**config.mk**
```make
export PLATFORM = sky130hd
export DESIGN_NAME = seven_seg_scanner_flat
export DESIGN_NICKNAME = d
export VERILOG_FILES = /design/src/rtl/seg7_pkg.sv /design/src/rtl/seven_seg_scanner_if.sv /design/src/rtl/seg7_glyph.sv /design/src/rtl/seven_seg_scanner.sv /design/src/flat_wrapper.sv
export SDC_FILE = /design/constraint.sdc
export NUM_CORES = 1
export LEC_CHECK = 0
export CAP_MARGIN = 20
export CORE_ASPECT_RATIO = 1.1
export CORE_UTILIZATION = 59
export DETAILED_ROUTE_END_ITERATION = 10
export HOLD_SLACK_MARGIN = 0.08
export PLACE_DENSITY = 0.88
export SYNTH_ARGS = -nofsm -noshare
export SYNTH_HDL_FRONTEND = slang
export SYNTH_SLANG_ARGS = --single-unit
```
**constraint.sdc**
```tcl
create_clock -name i_clk -period 3.76 [get_ports i_clk]
set_clock_uncertainty 0.15 [all_clocks]
set_input_delay 0.752 -clock i_clk [delete_from_list [all_inputs] [get_ports i_clk]]
set_output_delay 0.752 -clock i_clk [all_outputs]
set_load 0.03 [all_outputs]
```
**src/rtl/seg7_pkg.sv**
```systemverilog
// Shared types and glyph table for the seven-segment scanner.
// Segment vectors are abcdefg with a in bit 0 and g in bit 6.
package seg7_pkg;

    typedef logic [6:0] seg7_t;

    localparam seg7_t SEG_0     = 7'b0111111;
    localparam seg7_t SEG_1     = 7'b0000110;
    localparam seg7_t SEG_2     = 7'b1011011;
    localparam seg7_t SEG_3     = 7'b1001111;
    localparam seg7_t SEG_4     = 7'b1100110;
    localparam seg7_t SEG_5     = 7'b1101101;
    localparam seg7_t SEG_6     = 7'b1111101;
    localparam seg7_t SEG_7     = 7'b0000111;
    localparam seg7_t SEG_8     = 7'b1111111;
    localparam seg7_t SEG_9     = 7'b1100111;
    localparam seg7_t SEG_A     = 7'b1110111;
    localparam seg7_t SEG_B     = 7'b1111100;
    localparam seg7_t SEG_C     = 7'b0111001;
    localparam seg7_t SEG_D     = 7'b1011110;
    localparam seg7_t SEG_E     = 7'b1111001;
    localparam seg7_t SEG_F     = 7'b1110001;
    localparam seg7_t SEG_BLANK = 7'b0000000;

    // Counter width for a modulus of n, never narrower than one bit.
    function automatic int unsigned idx_width(input int unsigned n);
        return (n < 2) ? 1 : $clog2(n);
    endfunction

endpackage

```
**src/rtl/seven_seg_scanner_if.sv**
```systemverilog
// Value-load bus into the scanner: packed nibbles, decimal points,
// blanking enable and the one-cycle load strobe.
interface seven_seg_scanner_if #(
    parameter int unsigned DIGITS = 4
);
    logic [4*DIGITS-1:0] i_value;
    logic [DIGITS-1:0]   i_dp;
    logic                i_load;
    logic                i_blank_lz;

    modport master (
        output i_value,
        output i_dp,
        output i_load,
        output i_blank_lz
    );

    modport slave (
        input  i_value,
        input  i_dp,
        input  i_load,
        input  i_blank_lz
    );
endinterface

```
**src/rtl/seg7_glyph.sv**
```systemverilog
// Combinational hex-nibble to seven-segment decoder with a blank override.
module seg7_glyph
    import seg7_pkg::*;
(
    input  logic [3:0] i_nibble,
    input  logic       i_blank,
    output seg7_t      o_seg
);

    always_comb begin
        o_seg = SEG_BLANK;
        if (!i_blank) begin
            case (i_nibble)
                4'h0: o_seg = SEG_0;
                4'h1: o_seg = SEG_1;
                4'h2: o_seg = SEG_2;
                4'h3: o_seg = SEG_3;
                4'h4: o_seg = SEG_4;
                4'h5: o_seg = SEG_5;
                4'h6: o_seg = SEG_6;
                4'h7: o_seg = SEG_7;
                4'h8: o_seg = SEG_8;
                4'h9: o_seg = SEG_9;
                4'hA: o_seg = SEG_A;
                4'hB: o_seg = SEG_B;
                4'hC: o_seg = SEG_C;
                4'hD: o_seg = SEG_D;
                4'hE: o_seg = SEG_E;
                4'hF: o_seg = SEG_F;
                default: o_seg = SEG_BLANK;
            endcase
        end
    end

endmodule

```
**src/rtl/seven_seg_scanner.sv**
```systemverilog
// Time-multiplexed seven-segment driver with frame-synchronous value commit,
// guard gap between digit slots and optional leading-zero blanking.
module seven_seg_scanner
    import seg7_pkg::*;
#(
    parameter int unsigned DIGITS     = 4,
    parameter int unsigned SCAN_DIV   = 1024,
    parameter int unsigned GUARD      = 2,
    parameter bit          ACTIVE_LOW = 1'b0
)(
    input  logic                i_clk,
    input  logic                i_rst,
    seven_seg_scanner_if.slave  i_bus,
    output logic [6:0]          o_segments,
    output logic                o_dp,
    output logic [DIGITS-1:0]   o_digit_en,
    output logic                o_frame
);

    localparam int unsigned IW = idx_width(DIGITS);
    localparam int unsigned PW = idx_width(SCAN_DIV);

    localparam seg7_t             SEG_POL = {7{ACTIVE_LOW}};
    localparam logic [DIGITS-1:0] EN_POL  = {DIGITS{ACTIVE_LOW}};

    logic [PW-1:0]       r_presc;
    logic [IW-1:0]       r_idx;

    logic [4*DIGITS-1:0] r_pend_value;
    logic [DIGITS-1:0]   r_pend_dp;
    logic                r_pend_blank_lz;
    logic                r_pend_flag;

    logic [4*DIGITS-1:0] r_disp_value;
    logic [DIGITS-1:0]   r_disp_dp;
    logic                r_disp_blank_lz;

    logic [6:0]          r_segments;
    logic                r_dp;
    logic [DIGITS-1:0]   r_digit_en;
    logic                r_frame;

    logic                w_tick;
    logic                w_wrap;
    logic [DIGITS-1:0]   w_lz_blank;
    logic                w_upper_zero;
    logic [3:0]          w_nibble;
    logic                w_blank;
    logic                w_dp_sel;
    logic [DIGITS-1:0]   w_onehot;
    logic [DIGITS-1:0]   w_en;
    seg7_t               w_glyph;

    assign w_tick = (r_presc == PW'(SCAN_DIV - 1));
    assign w_wrap = w_tick && (r_idx == IW'(DIGITS - 1));

    always_ff @(posedge i_clk or posedge i_rst) begin
        if (i_rst) begin
            r_presc <= '0;
            r_idx   <= '0;
        end else begin
            r_presc <= w_tick ? '0 : r_presc + 1'b1;
            if (w_tick) begin
                r_idx <= (r_idx == IW'(DIGITS - 1)) ? '0 : r_idx + 1'b1;
            end
        end
    end

    // A load coinciding with the wrap bypasses the pending stage; the wrap's
    // flag clear is ordered last so the flag always ends cleared.
    always_ff @(posedge i_clk or posedge i_rst) begin
        if (i_rst) begin
            r_pend_value    <= '0;
            r_pend_dp       <= '0;
            r_pend_blank_lz <= 1'b0;
            r_pend_flag     <= 1'b0;
            r_disp_value    <= '0;
            r_disp_dp       <= '0;
            r_disp_blank_lz <= 1'b0;
        end else begin
            if (i_bus.i_load) begin
                r_pend_value    <= i_bus.i_value;
                r_pend_dp       <= i_bus.i_dp;
                r_pend_blank_lz <= i_bus.i_blank_lz;
                r_pend_flag     <= 1'b1;
            end
            if (w_wrap) begin
                r_pend_flag <= 1'b0;
                if (i_bus.i_load) begin
                    r_disp_value    <= i_bus.i_value;
                    r_disp_dp       <= i_bus.i_dp;
                    r_disp_blank_lz <= i_bus.i_blank_lz;
                end else if (r_pend_flag) begin
                    r_disp_value    <= r_pend_value;
                    r_disp_dp       <= r_pend_dp;
                    r_disp_blank_lz <= r_pend_blank_lz;
                end
            end
        end
    end

    // Digit k blanks when it and every more-significant nibble are zero.
    always_comb begin
        w_lz_blank   = '0;
        w_upper_zero = 1'b1;
        for (int unsigned k = DIGITS - 1; k >= 1; k--) begin
            w_upper_zero  = w_upper_zero & (r_disp_value[4*k +: 4] == 4'h0);
            w_lz_blank[k] = r_disp_blank_lz & w_upper_zero;
        end
    end

    always_comb begin
        w_nibble = '0;
        w_blank  = 1'b0;
        w_dp_sel = 1'b0;
        w_onehot = '0;
        for (int unsigned k = 0; k < DIGITS; k++) begin
            if (r_idx == IW'(k)) begin
                w_nibble    = r_disp_value[4*k +: 4];
                w_blank     = w_lz_blank[k];
                w_dp_sel    = r_disp_dp[k];
                w_onehot[k] = 1'b1;
            end
        end
        w_en = (r_presc < PW'(GUARD)) ? '0 : w_onehot;
    end

    seg7_glyph u_glyph (
        .i_nibble (w_nibble),
        .i_blank  (w_blank),
        .o_seg    (w_glyph)
    );

    // Polarity is folded into the register inputs so the pins are flop outputs.
    always_ff @(posedge i_clk or posedge i_rst) begin
        if (i_rst) begin
            r_segments <= SEG_POL;
            r_dp       <= ACTIVE_LOW;
            r_digit_en <= EN_POL;
            r_frame    <= ACTIVE_LOW;
        end else begin
            r_segments <= w_glyph ^ SEG_POL;
            r_dp       <= w_dp_sel ^ ACTIVE_LOW;
            r_digit_en <= w_en ^ EN_POL;
            r_frame    <= w_wrap ^ ACTIVE_LOW;
        end
    end

    assign o_segments = r_segments;
    assign o_dp       = r_dp;
    assign o_digit_en = r_digit_en;
    assign o_frame    = r_frame;

endmodule

```
**src/flat_wrapper.sv**
```systemverilog
// flat-port wrapper written by rule: the top's interface ports become plain ports
module seven_seg_scanner_flat import seg7_pkg::*;
#(
    parameter int unsigned DIGITS     = 4,
    parameter int unsigned SCAN_DIV   = 1024,
    parameter int unsigned GUARD      = 2,
    parameter bit          ACTIVE_LOW = 1'b0
)
  (i_clk, i_rst, o_segments, o_dp, o_digit_en, o_frame, i_bus_i_value, i_bus_i_dp, i_bus_i_load, i_bus_i_blank_lz);
  seven_seg_scanner_if #(.DIGITS(DIGITS)) i_bus_i ();
  input  logic i_clk;
  input  logic i_rst;
  output logic [6:0] o_segments;
  output logic o_dp;
  output logic [DIGITS-1:0] o_digit_en;
  output logic o_frame;
  input wire logic [$bits(i_bus_i.i_value)-1:0] i_bus_i_value;
  input wire logic [$bits(i_bus_i.i_dp)-1:0] i_bus_i_dp;
  input wire logic [$bits(i_bus_i.i_load)-1:0] i_bus_i_load;
  input wire logic [$bits(i_bus_i.i_blank_lz)-1:0] i_bus_i_blank_lz;
  assign i_bus_i.i_value = i_bus_i_value;
  assign i_bus_i.i_dp = i_bus_i_dp;
  assign i_bus_i.i_load = i_bus_i_load;
  assign i_bus_i.i_blank_lz = i_bus_i_blank_lz;
  seven_seg_scanner #(.DIGITS(DIGITS), .SCAN_DIV(SCAN_DIV), .GUARD(GUARD), .ACTIVE_LOW(ACTIVE_LOW)) u_core (.i_clk(i_clk), .i_rst(i_rst), .i_bus(i_bus_i), .o_segments(o_segments), .o_dp(o_dp), .o_digit_en(o_digit_en), .o_frame(o_frame));
endmodule
```
Yosys cells after proc, flatten, opt, wreduce, memory -nomap -nowiden
Memories as Yosys holds them, arrays and structs flattened.
Cells that the tools add are included.
{"block": "classes", "n_eq_ne": 4, "order_cmp": 1, "muxes": 27, "add_sub_neg": 2, "n_bitwise": 5, "n_reduce_logical": 8}
{"op": "$mux 16", "n": 2}
{"op": "$mux 4", "n": 7}
{"op": "$mux 1", "n": 15}
{"op": "$logic_not 4->1", "n": 3}
{"op": "$add 10x1->10 const B", "n": 1}
{"op": "$eq 10x10->1 const B", "n": 1}
{"op": "$lt 10x2->1 const B", "n": 1}
{"op": "$mux 10", "n": 1}
{"op": "$mux 7", "n": 1}
{"op": "$and 1x1->1", "n": 5}
{"op": "$eq 2x2->1 const B", "n": 2}
{"op": "$reduce_bool 2->1", "n": 2}
{"op": "$add 2x1->2 const B", "n": 1}
{"op": "$eq 2x1->1 const B", "n": 1}
{"op": "$logic_not 2->1", "n": 1}
{"op": "$mux 2", "n": 1}
{"op": "$reduce_and 2->1", "n": 1}
{"op": "$logic_and 1x1->1", "n": 1}
{"block": "totals", "output_inout_bits": 13, "rom_bits": 112, "inputBits": 24, "mem_count": 1, "register_bits": 68}
{"memory": "(no name shown)", "depth": 16, "width": 7, "rd": 1, "rd_clocked_by_memory_dff": 0, "write_ports": 0, "line_no": "seg7_glyph.sv:13", "text": "case (i_nibble)"}

Logic depth before layout (Yosys ltp)
Gate-level depths: netlist of run 1.
{"block": "logic_depth", "depth_word": 8, "depth_mapped": 11, "depth_no_buf": 10}

Cells and area by module
A second synthesis of run 1 with hierarchy kept.
{"block": "unflattened", "cells_unflattened": 250, "area_unflattened_um2": 3151.8}
{"module": "seven_seg_scanner", "n_inst": 1, "area_each_um2": 2865.2, "seq_area_each_um2": 1701.6, "cells_each": 209}
{"module": "seg7_glyph", "n_inst": 1, "area_each_um2": 286.5, "seq_area_each_um2": 0.0, "cells_each": 41}

Worst setup path after synthesis of run 1
Ideal clock, no wire load.
{"block": "synth_path", "kind": "reg-to-reg", "from": "register u_core.r_idx[1]", "to": "register u_core.r_segments[3], in the netlist u_core.o_segments[3]", "synth_period_minus_slack_ps": 2337, "path_buffers": 1, "setup_slack_ps": 1423, "required_ps": 3532, "arrival_ps": 2109, "path_stages_with_launch": 12, "cell_sequence": "dfrtp_1 > inv_1 > ha_1 > buf_2 > a21oi_1 > o21ai_0 > a22oi_1 > inv_1 > ha_1 > nor2_1 > a211o_1 > a21oi_1"}
{"block": "synth_between", "elab_chain_len": 7, "word_cells_on_any_way": 13, "classes_between": "eq/ne: 3; mux: 8; reduce/logical: 1; memory: 1"}
{"element": "from (decl)", "line_no": "seven_seg_scanner.sv:27", "text": "logic [IW-1:0] r_idx;"}
{"element": "from (signal assigned)", "line_no": "seven_seg_scanner.sv:64", "text": "r_idx <= (r_idx == IW'(DIGITS - 1)) ? '0 : r_idx + 1'b1;"}
{"element": "$logic_not 2->1", "line_no": "seven_seg_scanner.sv:118", "text": "if (r_idx == IW'(k)) begin"}
{"element": "$mux 4 (4 in a row)", "line_no": "seven_seg_scanner.sv:118"}
{"element": "$mem_v2 16x7"}
{"element": "$mux 7 (*)", "line_no": "seg7_glyph.sv:12", "text": "if (!i_blank) begin"}
{"element": "named net u_core.u_glyph.o_seg[3]", "line_no": "seg7_glyph.sv:7", "text": "output seg7_t o_seg"}
{"element": "to (signal assigned)", "line_no": "seven_seg_scanner.sv:142", "text": "r_segments <= w_glyph ^ SEG_POL;"}
{"element": "to (decl)", "line_no": "seven_seg_scanner.sv:38", "text": "logic [6:0] r_segments;"}
Mark *: on every way through the listed nets, which the timed path passes. The rest lies on a longest branch.
A chain may end at the register's enable or synchronous reset.

Worst setup path in the final report of run 1
Ends and elaborated chain as after synthesis.

==> metrics.txt, run 1 <==
status=finished, violations left; failing checks=DRC; Final Net Count=about 330; Post-synth EDFFs=0; final worst setup slack=1.02 ns; number of fill cells=336; vias in the first global route=approximately 2200; critical path class=reg2reg; DR WL met2=~3.4 mm; Synth Flop Type=dfrtp_1; Core Area=5000 µm²; cell taking the most area after synthesis=dfrtp_1; CP startpoint kind=register; worst-margin pin slew=between 0.8 and 0.9 ns; PortBufs=36; Post-synth ARST share=1.00; DRT Wirelength=~6.4 mm; GP Congestion=about 0.84; maximum vdd ir drop=0.000195 V; setup_tns=0 ns; max cap viols=0; worst path required time=3.88 ns; CTS max path bufs=2; Hold Buf Count CTS=0; power density cells=395 nW/µm²; Worst-path clk slew=0.07 ns; Crit path arrival time=2.86 ns; post-detail-place hpwl=4.07 mm; diodes inserted=0; CTS Buf Count=9; total power=1.45 mW; Cell variety after synth=34; Seq cells post-synth=slightly below 70; Post-Syn Instances=247; CTS root buf=clkbuf_8; share of cells above drive strength 1=0.226; htree depth=3; top cells by count, synth=dfrtp_1, mux2_2, nand2_1; top cell type's share of synthesized area=0.558; die area=5460 µm²; chip width=around 71 µm; Synth Warn #=0; # resized after CTS=0; crit share post-route=0.728; fmax=365 MHz; Worst setup EP type=register; via count=2111; Leak Pwr=1.61 nW; fin crit period=2.74 ns; crit path max fanout=12; Avg Vias per Cell=between 5 and 6; routed wire length per instance=between 15 and 20 µm; clock sinks=68; headroom to the max-slew limit=0.425; hold slack final=about 0.33 ns; Residual DRC=2; first-pass GRT wire length=10.4 mm; # setup viols final=0; unrepaired setup endpoints after global routing=false; initial antenna violation count=0; Hold Vio Cnt, Final=0; number of placed instances, taps included=338; Skew-Pair Late Insertion Delay=~0.35 ns; die height=77.4 µm; DR WL met3=235 µm; synth-to-layout area growth=20.7%; Mapped Area=3050 µm²; largest net degree at the start of global routing=50; worst hold path class=reg2reg; Seq/Total Area, Yosys=0.558; syn_area_per_cell=between 10 and 15 µm²; DR pass1 iterations=7; non-filler cells, final=355; Initial Util=0.610; top cells by area, synth=dfrtp_1, mux2_2, ha_1, nand2_1, nor2_1; Detail Route Antenna Nets=0; gr usage total=0.253; IO Pins=37; top-count cell post-synth=dfrtp_1; Pins Over Slew Limit=0; Place WS=a little over 0.8 ns; drt initial violations=166; TritonCTS clock tree=built; Overflow after GRT=0; row cnt=27; syn nets=282; Setup Fix Bufs, Post-CTS=0; top sig layer=met4; wl on met1=around 2.6 mm
[critical path, stage by stage, from the launching register on]
cell,delay (ns)
dfrtp_1,0.38
inv_1,0.09
ha_1,0.34
a21oi_1,0.21
o21ai_0,0.12
a22oi_1,0.38
inv_1,0.16
ha_1,0.39
nor2_1,0.07
a211o_1,0.26
a21oi_1,0.11
[registers in the layout, summed over array words and instances (netlist names), 2 cells and up]
signal	count
u_core.r_idx	2
u_core.o_digit_en	4
u_core.o_segments	7
u_core.r_pend_dp	4
u_core.r_disp_dp	4
u_core.r_disp_value	16
u_core.r_pend_value	16
u_core.r_presc	10
[cell families (layout without fill, tap and decap cells)]
family	count (synthesis)	count (layout)	share of synthesized area
flops	68	68	0.558
simple gates	68	68	0.118
mux	41	41	0.151
compound gates	38	38	0.0821
buf+inv	15	65	0.0279
fa+ha+maj	11	11	0.0452
xor+xnor	6	6	0.0172
[per-layer routing]
| metal | vias to the layer above | global-route usage |
|---|---|---|
| li1 | 964 | - |
| met1 | 1058 | 0.287 |
| met2 | 69 | 0.453 |
| met3 | 20 | 0.0455 |
| met4 | 0 | 0.136 |
| met5 | - | 0 |
[metrics by stage]
step / util / instance area, µm²
2_1_floorplan: - / 3050
3_3_place_gp: 0.691 / 3460
3_5_place_dp: 0.691 / 3460
4_1_cts: 0.732 / 3660
5_1_grt: 0.736 / 3680
6_report: 0.736 / 3680
[layout make-up]
type                            count  area [µm²]  area share
Sequential cell                    68        1700       0.463
Multi-Input combinational cell    164        1260       0.343
Timing Repair Buffer               41         410       0.112
Clock buffer                       12         155      0.0422
Tap cell                           58        72.6      0.0197
Clock inverter                      4        47.5      0.0129
Inverter                            8        30.0     0.00816
[power breakdown]
group,switching [mW],internal [mW]
clock,0.270,0.340
combinational,0.0367,0.0457
sequential,0.00641,0.754
[cell usage in the layout (no fill, tap or decap), types with 3 or more instances in the layout]
cell type        netlist  routed
a211oi_1               5       5
a21oi_1               10      10
and2_1                 3       3
buf_4                  3       4
clkbuf_8               0      11
clkdlybuf4s50_1        0      36
dfrtp_1               68      68
ha_1                  11      11
inv_1                  8       7
mux2_2                41      41
nand2_1               20      20
nand3_1                9       9
nand3b_1               4       4
nor2_1                16      16
nor3_1                 3       3
nor4_1                 4       4
o211ai_1               4       4
o21ai_0               10      10
xnor2_1                3       3
xor2_1                 3       3
[final timing paths]
| path | cells past startpoint | slack (ns) | from | to |
|---|---|---|---|---|
| setup / recovery | 10 | 1.02 | u_core.r_idx[1] | u_core.o_segments[3] |
| hold / removal | 1 | 0.33 | u_core.r_presc[0] | u_core.r_presc[0] |
| setup reg to reg | 10 | 1.02 | u_core.r_idx[1] | u_core.o_segments[3] |
| hold reg to reg | 1 | 0.33 | u_core.r_presc[0] | u_core.r_presc[0] |
| max in group asynchronous | 4 | 2.27 | i_rst | u_core.r_disp_value[10] |
| min in group asynchronous | 2 | 0.47 | i_rst | u_core.r_pend_value[15] |
Power figures use the tool's default switching activity.
==> run 2, diff against run 1 <==
--- a/config.mk
+++ b/config.mk
@@ -7,10 +7,10 @@
 export LEC_CHECK = 0
 export CAP_MARGIN = 20
 export CORE_ASPECT_RATIO = 1.1
-export CORE_UTILIZATION = 59
+export CORE_UTILIZATION = 55
 export DETAILED_ROUTE_END_ITERATION = 10
 export HOLD_SLACK_MARGIN = 0.08
-export PLACE_DENSITY = 0.88
+export PLACE_DENSITY = 0.83
 export SYNTH_ARGS = -nofsm -noshare
 export SYNTH_HDL_FRONTEND = slang
 export SYNTH_SLANG_ARGS = --single-unit
==> constraint.sdc (replaced) <==
create_clock -name i_clk -period 2.7 [get_ports i_clk]
set_clock_uncertainty 0.15 [all_clocks]
set_input_delay 0.54 -clock i_clk [delete_from_list [all_inputs] [get_ports i_clk]]
set_output_delay 0.54 -clock i_clk [all_outputs]
set_load 0.03 [all_outputs]
==> metrics.txt, run 2 (synthesis results as in run 1) <==
status=complete, no violations; switching share of power=0.230; chip width=about 73 µm; Worst setup EP type=register; Leak Pwr=1.61 nW; most common cell after layout, fill and taps aside=dfrtp_1; initial antenna violation count=0; number of fill cells=384; row cnt=28; htree depth=3; hold slack final=0.304 ns; setup_tns=0 ns; CTS Buf Count=9; combinational power share=0.058; Net Sw Power=0.431 mW; fin crit period=between 2 and 2.5 ns; TritonCTS clock tree=built; r2r worst-path depth=10; # resized after CTS=0; share of cells above drive strength 1=0.240; worst-margin pin slew=0.621 ns; critical hold path startpoint=u_core.r_presc[0]; CTS max path bufs=2; Hold Buf Count CTS=0; GP Congestion=0.854; Final Net Count=330; Setup Fix Bufs, Post-CTS=0; Skew-Pair Late Insertion Delay=0.34 ns; fmax=408 MHz; Hold Vio Cnt, Final=0; slack of the worst reg-to-reg path=0.25 ns; power density cells=between 500 and 600 nW/µm²; Core Area=5360 µm²; drt initial violations=about 100; synth-to-layout area growth=21.5%; crit share post-route=0.908; Detail Route Antenna Nets=0; biggest regs=u_core.r_disp_value: 16 flops, u_core.r_pend_value: 16 flops, u_core.r_presc: 10 flops; die area=5840 µm²; worst hold path class=reg2reg; first-pass GRT wire length=9.26 mm; Worst-path clk slew=~0.070 ns; maximum vdd ir drop=0.000550 V; most frequent cells in the layout=dfrtp_1, mux2_2, clkdlybuf4s50_1, nand2_1, nor2_1; CP startpoint kind=register; RR Startpoint=u_core.r_idx[0]; Hold Path Depth=1; # setup viols final=0; CTS root buf=clkbuf_8; largest net degree at the start of global routing=42; Hold Path End=u_core.r_presc[0]; PortBufs=36; DR pass1 iterations=4; power share of the sequential group=0.564; clock sinks=68; Crit path arrival time=2.56 ns; post-detail-place hpwl=3.91 mm; Cell Int Power=about 1.4 mW; die height=about 80 µm; vias in the first global route=2022; headroom to the max-slew limit=0.586; Initial Util=0.569; clock share of power=0.378; reg2reg end=u_core.o_segments[3]; critical path class=reg2reg; Residual DRC=0; IO Pins=37; worst path required time=2.81 ns; max cap viols=0; unrepaired setup endpoints after global routing=false; Overflow after GRT=0; routed wire length per instance=14.5 µm; crit path max fanout=9; via count=between 2000 and 2500; diodes inserted=0; Avg Vias per Cell=approximately 5.4; Pins Over Slew Limit=0; gr usage total=0.216; DRT Wirelength=5.44 mm
-- run 2: cell count changes in the layout (fill, tap and decap cells not counted) --
cell / change
clkbuf_8: -2
nor2_4: +1
buf_4: +3
clkinv_4: +1
clkinvlp_4: +2
o221ai_1: -1
o221ai_2: +1
bufinv_16: -1
nor2_1: -1
-- run 2: metrics by stage --
step	util	cells	power, mW	setup WS (ns)	area [µm²]
finish	0.691	375	1.87	0.249	3700
global route	0.691	375	1.94	0.0229	3700
CTS	0.688	375	1.89	0.176	3690
detailed placement	0.657	359	1.19	0.205	3520
global placement	0.657	359	1.18	0.334	3520
floorplan	-	247	1.13	0.298	3050
-- run 2: per-layer routing --
layer | routed length [µm] | GRT usage | part of all wire
met1 | 2440 | 0.276 | 0.45
met4 | 98 | 0.0941 | 0.018
met2 | 2630 | 0.347 | 0.48
met3 | 263 | 0.0552 | 0.048
met5 | 0 | 0 | 0
-- run 2: critical path, stage by stage (launching register included) --
cell and delay, ns:
dfrtp_1 0.38, inv_1 0.09, ha_1 0.32, a21oi_1 0.14, o21ai_0 0.09, a22oi_1 0.24, inv_1 0.13, ha_1 0.37
nor2_1 0.07, a211o_1 0.26, a21oi_1 0.13
-- run 2: how the worst max path moves through the flow --
stage,cells after the start,from,to,slack (ns)
floorplan,1,i_rst,u_core.o_digit_en[0],0.30
global placement,10,u_core.r_idx[0],u_core.o_segments[3],0.33
detailed placement,10,u_core.r_idx[0],u_core.o_segments[3],0.20
CTS,10,u_core.r_idx[0],u_core.o_segments[3],0.18
global route,10,u_core.r_idx[0],u_core.o_segments[3],0.02
finish,10,u_core.r_idx[0],u_core.o_segments[3],0.25
-- run 2: area by class of cell --
class	instances	area, µm²	area share
well taps	75	93.8	0.0253
repair buffers	44	433	0.117
flip-flops and latches	68	1700	0.460
multi-input cells	164	1270	0.344
inverters	8	30.0	0.00811
clock buffers	10	128	0.0345
clock inverters	6	41.3	0.0112
-- run 2: power by group through the flow --
stage / logic, mW / registers [mW] / clock network, mW
2_1_floorplan: 0.0587 / 1.07 / 0
3_3_place_gp: 0.108 / 1.07 / 0
3_5_place_dp: 0.111 / 1.08 / 0
4_1_cts: 0.111 / 1.06 / 0.721
5_1_grt: 0.122 / 1.06 / 0.758
6_report: 0.109 / 1.06 / 0.708
